==> config.mk <==
export PLATFORM = sky130hd
export DESIGN_NAME = data_arb
export DESIGN_NICKNAME = d
export VERILOG_FILES = /design/src/rtl/data_arb_pkg.sv /design/src/rtl/data_arb_rr.sv /design/src/rtl/data_arb.sv
export SDC_FILE = /design/constraint.sdc
export NUM_CORES = 1
export LEC_CHECK = 0
export CAP_MARGIN = 20
export CORE_MARGIN = 1.5
export CORE_UTILIZATION = 40
export DETAILED_ROUTE_END_ITERATION = 10
export PLACE_DENSITY = 0.87
export SYNTH_ARGS = -nofsm -noshare
export SYNTH_HDL_FRONTEND = slang
export SYNTH_SLANG_ARGS = --single-unit
==> constraint.sdc <==
create_clock -name clk_i -period 5.8 [get_ports clk_i]
set_input_delay 0.58 -clock clk_i [delete_from_list [all_inputs] [get_ports clk_i]]
set_output_delay 0.58 -clock clk_i [all_outputs]
set_load 0.1 [all_outputs]
==> src/rtl/data_arb_pkg.sv <==
// Shared types and helpers for the data_arb round-robin packet arbiter.
package data_arb_pkg;

  // Arbitration state: free to pick a new requester, or locked mid-packet.
  typedef enum logic {
    ARB_IDLE = 1'b0,
    ARB_LOCK = 1'b1
  } arb_state_t;

  // Width of a requester index; at least one bit even for a single requester.
  function automatic int id_width(input int n);
    return (n > 1) ? $clog2(n) : 1;
  endfunction

endpackage : data_arb_pkg

==> src/rtl/data_arb_rr.sv <==
// Combinational rotate-priority picker: returns the first asserted request
// searching from ptr_i upwards, wrapping at N-1 back to 0.
module data_arb_rr
  import data_arb_pkg::*;
#(
  parameter  int N    = 4,
  localparam int ID_W = id_width(N)
) (
  input  logic [N-1:0]    req_i,
  input  logic [ID_W-1:0] ptr_i,
  output logic [ID_W-1:0] gnt_idx_o,
  output logic            gnt_vld_o
);

  logic [ID_W-1:0] k;

  // Walk the requests in rotated order and keep the first hit.
  always_comb begin
    // NOTE: every output of a combinational block gets a default first, so no
    // path through the block leaves a value unassigned and infers a latch.
    gnt_vld_o = 1'b0;
    gnt_idx_o = '0;
    k         = '0;
    for (int i = 0; i < N; i++) begin
      k = ID_W'((int'(ptr_i) + i) % N);
      if (!gnt_vld_o && req_i[k]) begin
        gnt_vld_o = 1'b1;
        gnt_idx_o = k;
      end
    end
  end

endmodule : data_arb_rr

==> src/rtl/data_arb.sv <==
// Round-robin arbiter sharing one registered valid/ready output stage between
// N requesters. A requester keeps the grant from its first beat through the
// beat flagged last; the pointer only advances once a packet completes.
module data_arb
  import data_arb_pkg::*;
#(
  parameter  int N     = 4,
  parameter  int WIDTH = 32,
  localparam int ID_W  = id_width(N)
) (
  input  logic                      clk_i,
  input  logic                      rst_n_i,
  input  logic [N-1:0][WIDTH-1:0]   in_data_i,
  input  logic [N-1:0]              in_last_i,
  input  logic [N-1:0]              in_valid_i,
  output logic [N-1:0]              in_ready_o,
  output logic [WIDTH-1:0]          out_data_o,
  output logic                      out_last_o,
  output logic [ID_W-1:0]           out_id_o,
  output logic                      out_valid_o,
  input  logic                      out_ready_i
);

  arb_state_t       state_q;
  logic [ID_W-1:0]  ptr_q;
  logic [ID_W-1:0]  lk_q;

  logic [WIDTH-1:0] out_data_q;
  logic             out_last_q;
  logic [ID_W-1:0]  out_id_q;
  logic             out_valid_q;

  logic             stage_ready;
  logic [ID_W-1:0]  rr_idx;
  logic             rr_vld;
  logic [ID_W-1:0]  cand_idx;
  logic             cand_vld;
  logic             xfer;
  logic [ID_W-1:0]  next_ptr;

  // Output stage can take a beat when empty or being drained this cycle.
  assign stage_ready = out_ready_i | ~out_valid_q;

  data_arb_rr #(
    .N (N)
  ) u_rr (
    .req_i     (in_valid_i),
    .ptr_i     (ptr_q),
    .gnt_idx_o (rr_idx),
    .gnt_vld_o (rr_vld)
  );

  // Pick the candidate: the locked requester mid-packet, else the rr winner.
  // The ready mux never looks at data or last, only at valids and state.
  always_comb begin
    cand_idx   = rr_idx;
    cand_vld   = rr_vld;
    in_ready_o = '0;
    if (state_q == ARB_LOCK) begin
      cand_idx = lk_q;
      cand_vld = 1'b1;
    end
    if (cand_vld) begin
      in_ready_o[cand_idx] = stage_ready;
    end
  end

  assign xfer     = cand_vld & stage_ready & in_valid_i[cand_idx];
  assign next_ptr = (cand_idx == ID_W'(N - 1)) ? '0 : cand_idx + ID_W'(1);

  // Arbitration FSM: lock on a non-last beat, release and rotate on last.
  always_ff @(posedge clk_i or negedge rst_n_i) begin
    if (!rst_n_i) begin
      state_q <= ARB_IDLE;
      ptr_q   <= '0;
      lk_q    <= '0;
    end else if (xfer) begin
      // NOTE: sequential state uses non-blocking assignments so every register
      // samples pre-edge values regardless of statement order.
      if (in_last_i[cand_idx]) begin
        state_q <= ARB_IDLE;
        ptr_q   <= next_ptr;
      end else begin
        state_q <= ARB_LOCK;
        lk_q    <= cand_idx;
      end
    end
  end

  // Output register stage: load on transfer, empty when drained, else hold.
  always_ff @(posedge clk_i or negedge rst_n_i) begin
    if (!rst_n_i) begin
      out_data_q  <= '0;
      out_last_q  <= 1'b0;
      out_id_q    <= '0;
      out_valid_q <= 1'b0;
    end else if (stage_ready) begin
      if (xfer) begin
        out_data_q  <= in_data_i[cand_idx];
        out_last_q  <= in_last_i[cand_idx];
        out_id_q    <= cand_idx;
        out_valid_q <= 1'b1;
      end else begin
        out_valid_q <= 1'b0;
      end
    end
  end

  assign out_data_o  = out_data_q;
  assign out_last_o  = out_last_q;
  assign out_id_o    = out_id_q;
  assign out_valid_o = out_valid_q;

endmodule : data_arb
**Yosys cells after proc, flatten, opt, wreduce, memory -nomap -nowiden**

Index checks and enable logic that the tools add are counted.

- Register bits after elaboration: 41
- Input bits: 139

- Multiplexer cells: 30
- Equality and inequality tests: 1
- Bitwise gates (word level): 6
- Order comparisons: 6
- Reductions and logical operators: 10
- Add/sub/neg operators: 4

Operators with widths:

| kind | count |
|---|---|
| binary-select mux 32 bit (select 2 bit) | 1 |
| two-way mux 32 bit | 1 |
| < comparator 2 x 3 -> 1 bit (second input constant) | 5 |
| two-way mux 1 bit | 14 |
| binary-select mux 1 bit (select 2 bit) | 6 |
| two-way mux 2 bit | 6 |
| AND reduction 2 bit | 3 |
| adder 2 x 1 -> 2 bit (second input constant) | 2 |
| adder 2 bit (second input constant) | 2 |
| bitwise AND 4 bit | 1 |
| logical AND 1 bit | 4 |
| two-way mux 4 bit | 1 |
| zero test 1 bit | 3 |
| bitwise AND 1 bit | 2 |
| demux 1 bit (select 2 bit) | 1 |
| equality test 2 bit (second input constant) | 1 |
| greater-or-equal comparator 2 x 1 -> 1 bit (second input constant) | 1 |
| inverter 1 bit | 2 |
| bitwise OR 1 bit | 1 |

**Depth between registers and ports, before layout**

- Depth in word-level cells: 19
- Depth in mapped cells: 10
- Gate-level depth less buffers: 8

**Cells and area by module**

From an unflattened synthesis, not the netlist that was laid out.

- Cell total of the unflattened synthesis: 349
- Area total of the unflattened synthesis: 2942.8 um^2

Modules (own cells, without submodules):

| module | area an instance (um^2) | cells each | sequential area each (um^2) | times used |
|---|---|---|---|---|
| data_arb | 2865.2 | 334 | 1026.0 | 1 |
| data_arb_rr | 77.6 | 15 | 0.0 | 1 |

**Worst setup path before layout**

No wires, ideal clock.

- Kind: input to output
- Start point: input port in_valid_i[0]
- End point: output port in_ready_o[2]
- Required time: 5220 ps
- Buffers on the path: 2
- Stages: 6
- Path slack: 1469 ps
- Arrival time: 3751 ps
- Path through: nor3b_1 or3b_1 o21a_2 buf_2 clkbuf_1 nor3_1

- Longest elaborated chain between the ends: 19
- Elaborated cells between the ends (all ways): 31
- Classes of those cells: order compare: 2; mux: 21; bitwise: 1; reduce/logical: 7

Ends and longest elaborated chain:

| item | RTL line | text |
|---|---|---|
| start: declaration | data_arb.sv:15 | `input logic [N-1:0] in_valid_i,` |
| binary-select mux 1 bit (select 2 bit) | data_arb_rr.sv:26 | `if (!gnt_vld_o && req_i[k]) begin` |
| two-way mux 1 bit (not written as such) | data_arb_rr.sv:26 |  |
| two-way mux 1 bit | data_arb_rr.sv:26 |  |
| zero test 1 bit | data_arb_rr.sv:26 |  |
| logical AND 1 bit | data_arb_rr.sv:26 |  |
| two-way mux 1 bit | data_arb_rr.sv:26 |  |
| zero test 1 bit | data_arb_rr.sv:26 |  |
| logical AND 1 bit | data_arb_rr.sv:26 |  |
| [3 not listed] | n/a |  |
| two-way mux 2 bit | data_arb_rr.sv:26 |  |
| two-way mux 2 bit | data_arb.sv:59 | `if (state_q == ARB_LOCK) begin` |
| < comparator 2 x 3 -> 1 bit (not written as such) / greater-or-equal comparator 2 x 1 -> 1 bit (equally long branches) | data_arb.sv:64 | `in_ready_o[cand_idx] = stage_ready;` |
| logical AND 1 bit (not written as such) | data_arb.sv:64 |  |
| two-way mux 1 bit (not written as such) | data_arb.sv:64 |  |
| demux 1 bit (select 2 bit) | data_arb.sv:64 |  |
| bitwise AND 4 bit (no source line) | n/a |  |
| two-way mux 4 bit (*) | data_arb.sv:63 | `if (cand_vld) begin` |
| end: declaration | data_arb.sv:16 | `output logic [N-1:0] in_ready_o,` |

Mark *: on every way between the ends. The rest lies on a longest branch, timed or not. The select of a mux whose other input is x is not followed.

**Worst setup path in the final report**

- Start point: input port in_valid_i[2]
- End point: output port in_ready_o[3]

The elaborated chain is that of the path after synthesis.

==> results.cfg <==
[run_status]
status = finished clean

[layout]
area_growth_pct = 65.0
fin_nets = 659
fin_area_um2 = 4600
fillerInstances = 548
drive_gt1_frac = 0.0404
n_antenna_cell = 0

[sta]
clock_skew_ns = 0.00522
fin_crit_sh = 0.735
hold_slack_ns = 0.428
fmax_mhz = 235
fin_crit_ns = 4.26
relSlewSlack = 0.313
tightest_slew_ns = 1.03
slew_violations = 0
grt_setup_unrepaired = no
finalSetupTns_ns = 0
hold_viol = 0
layout_setup_ws_ns = 1.54
finalSetupViolCount = 0

[floorplanning]
start_util = 0.413
dieArea_um2 = 7490
core-area_um2 = 6760
die_h_um = 86.5
die_w_um = 86.5
ios = 179
rows = 30

[clock_network]
holdBufCountCts = 0
clkLatencyLatePin_ns = 0.28
cts_tree = built
cts_inserted_buffers = 5
cts_setup_buffers = 0
cts_sinks = 41
h-tree-depth = 2
clockBufferDepth = 2
clk_pin_slew_ns = 0.08
cts_root_buffer = clkbuf_8
ctsResizeCount = 0

[place]
post-place-ws_ns = 1.65
gp_congestion = 0.846
portBuffers = 178
hpwlAfterDp_mm = 6.62
dpl_cell_area_um2 = 4520

[logic_synthesis]
ys_seq_area_frac = 0.368
synth_commonest_cells = nand2_1, dfrtp_1, a21o_1, a311oi_1, and3_1
synthesis.area_um2 = 2790
synthArstFlopShare = 1.00
avgSynthCellArea_um2 = 7.75
synth_edf_count = 0
synth_top_area_cell = dfrtp_1
synth_fp_nets = 500
yosys_most_used_dff = dfrtp_1
ys_top_cells_by_area = dfrtp_1, nand2_1, a311oi_1
syn_inst = 360
synth-seq-cells = 41
yosysMostFrequentCell = nand2_1
synth_cell_type_count = 41
synth_top_area_share = 0.368
yosys_warnings = 0

[run]
cap_violations = 0

[global_route]
antenna_found_initial = 0
overflow = 0
grt_max_degree = 74
grt_pass1_vias = 3042
grt_util_all_layers = 0.233
grt_pass1_wl_mm = 14.0

[drt]
firstDrtPassIters = 4
drt_iter0_drc = 219
wl_per_cell_um = 15.3
drt.antenna.violating_nets = 0
wirelength_mm = 9.16
drc = 0
num_vias = 3317
viasPerCell = 5.53

[worst_setup_path]
cp.required_ns = 5.22
crit_path_end_kind = output port
crit_fanout = 37
arrival_ns = 3.68
cp-start-kind = input pin
path_class = input pin to output port

[hold_path]
hold_class = input pin to asynchronous set/reset pin
-- stage by stage --
| step | utilization | instances |
|---|---|---|
| floorplan | - | 360 |
| detailed placement | 0.670 | 592 |
| CTS | 0.681 | 600 |
| global placement | 0.670 | 592 |
| global route | 0.681 | 600 |
| finish | 0.681 | 600 |
-- final timing paths --
check                                    from              to  slack [ns]  depth (start not counted)
worst max-delay path            in_valid_i[2]   in_ready_o[3]        1.54                         10
worst min-delay path                  rst_n_i  out_data_o[23]        0.43                          1
worst max register to register       ptr_q[1]        ptr_q[1]        2.42                          8
worst min register to register  out_data_o[3]   out_data_o[3]        0.48                          1
max in group asynchronous             rst_n_i  out_data_o[13]        4.80                          1
min in group clk_i              out_data_o[3]   out_data_o[3]        0.48                          1
-- cell type report --
| class | count | area, um2 | area share |
|---|---|---|---|
| Clock buffer | 8 | 80.1 | 0.0174 |
| Sequential cell | 41 | 1030 | 0.223 |
| Multi-Input combinational cell | 284 | 1580 | 0.344 |
| Timing Repair Buffer | 181 | 1790 | 0.389 |
| Tap cell | 80 | 100 | 0.0217 |
| Inverter | 6 | 25.0 | 0.00543 |
-- critical path, stage by stage --
cell and delay [ns]:
clkdlybuf4s50_1 0.56, nor2b_1 0.22, o22ai_1 0.14, o41a_1 0.61
buf_4 0.33, inv_2 0.51, ha_1 0.27, inv_1 0.04
nor2_1 0.09, buf_4 0.30
-- cells in the final DEF (no fill, tap or decap), drive strengths merged, types with 2 or more instances in the layout --
cell           count
a21o              33
a21oi              2
a311oi            33
and3              33
buf                8
clkbuf             8
clkdlybuf4s50    173
dfrtp             41
inv                6
mux2               2
mux2i              4
nand2            141
nand2b             3
nor2               6
nor2b              2
nor3               3
o21ai              6
o311ai             2
-- logic make-up after synthesis --
kind of cell    count (synthesis)  share of synthesized area
simple gates                  192                      0.299
compound gates                 85                      0.242
flops                          41                      0.368
buf+inv                        35                     0.0646
mux                             6                     0.0224
fa+ha+maj                       1                    0.00448
-- metal layers --
layer / vias to the layer above / track usage / wire [um]
met3: 22 / 0.0552 / 919
li1: 1582 / - / -
met2: 186 / 0.401 / 4430
met5: - / 0 / 0
met4: 0 / 0.0865 / 232
met1: 1527 / 0.284 / 3580
-- flip-flops by register name (all words and copies together), names as in the netlist --
name / count
lk_q: 2
out_valid_o: 1
out_id_o: 2
out_data_o: 32
state_q: 1
out_last_o: 1
ptr_q: 2
Power is left out: the tool's default activity adds up to more than one toggle a clock period on the data nets, which glitch-free logic cannot reach.
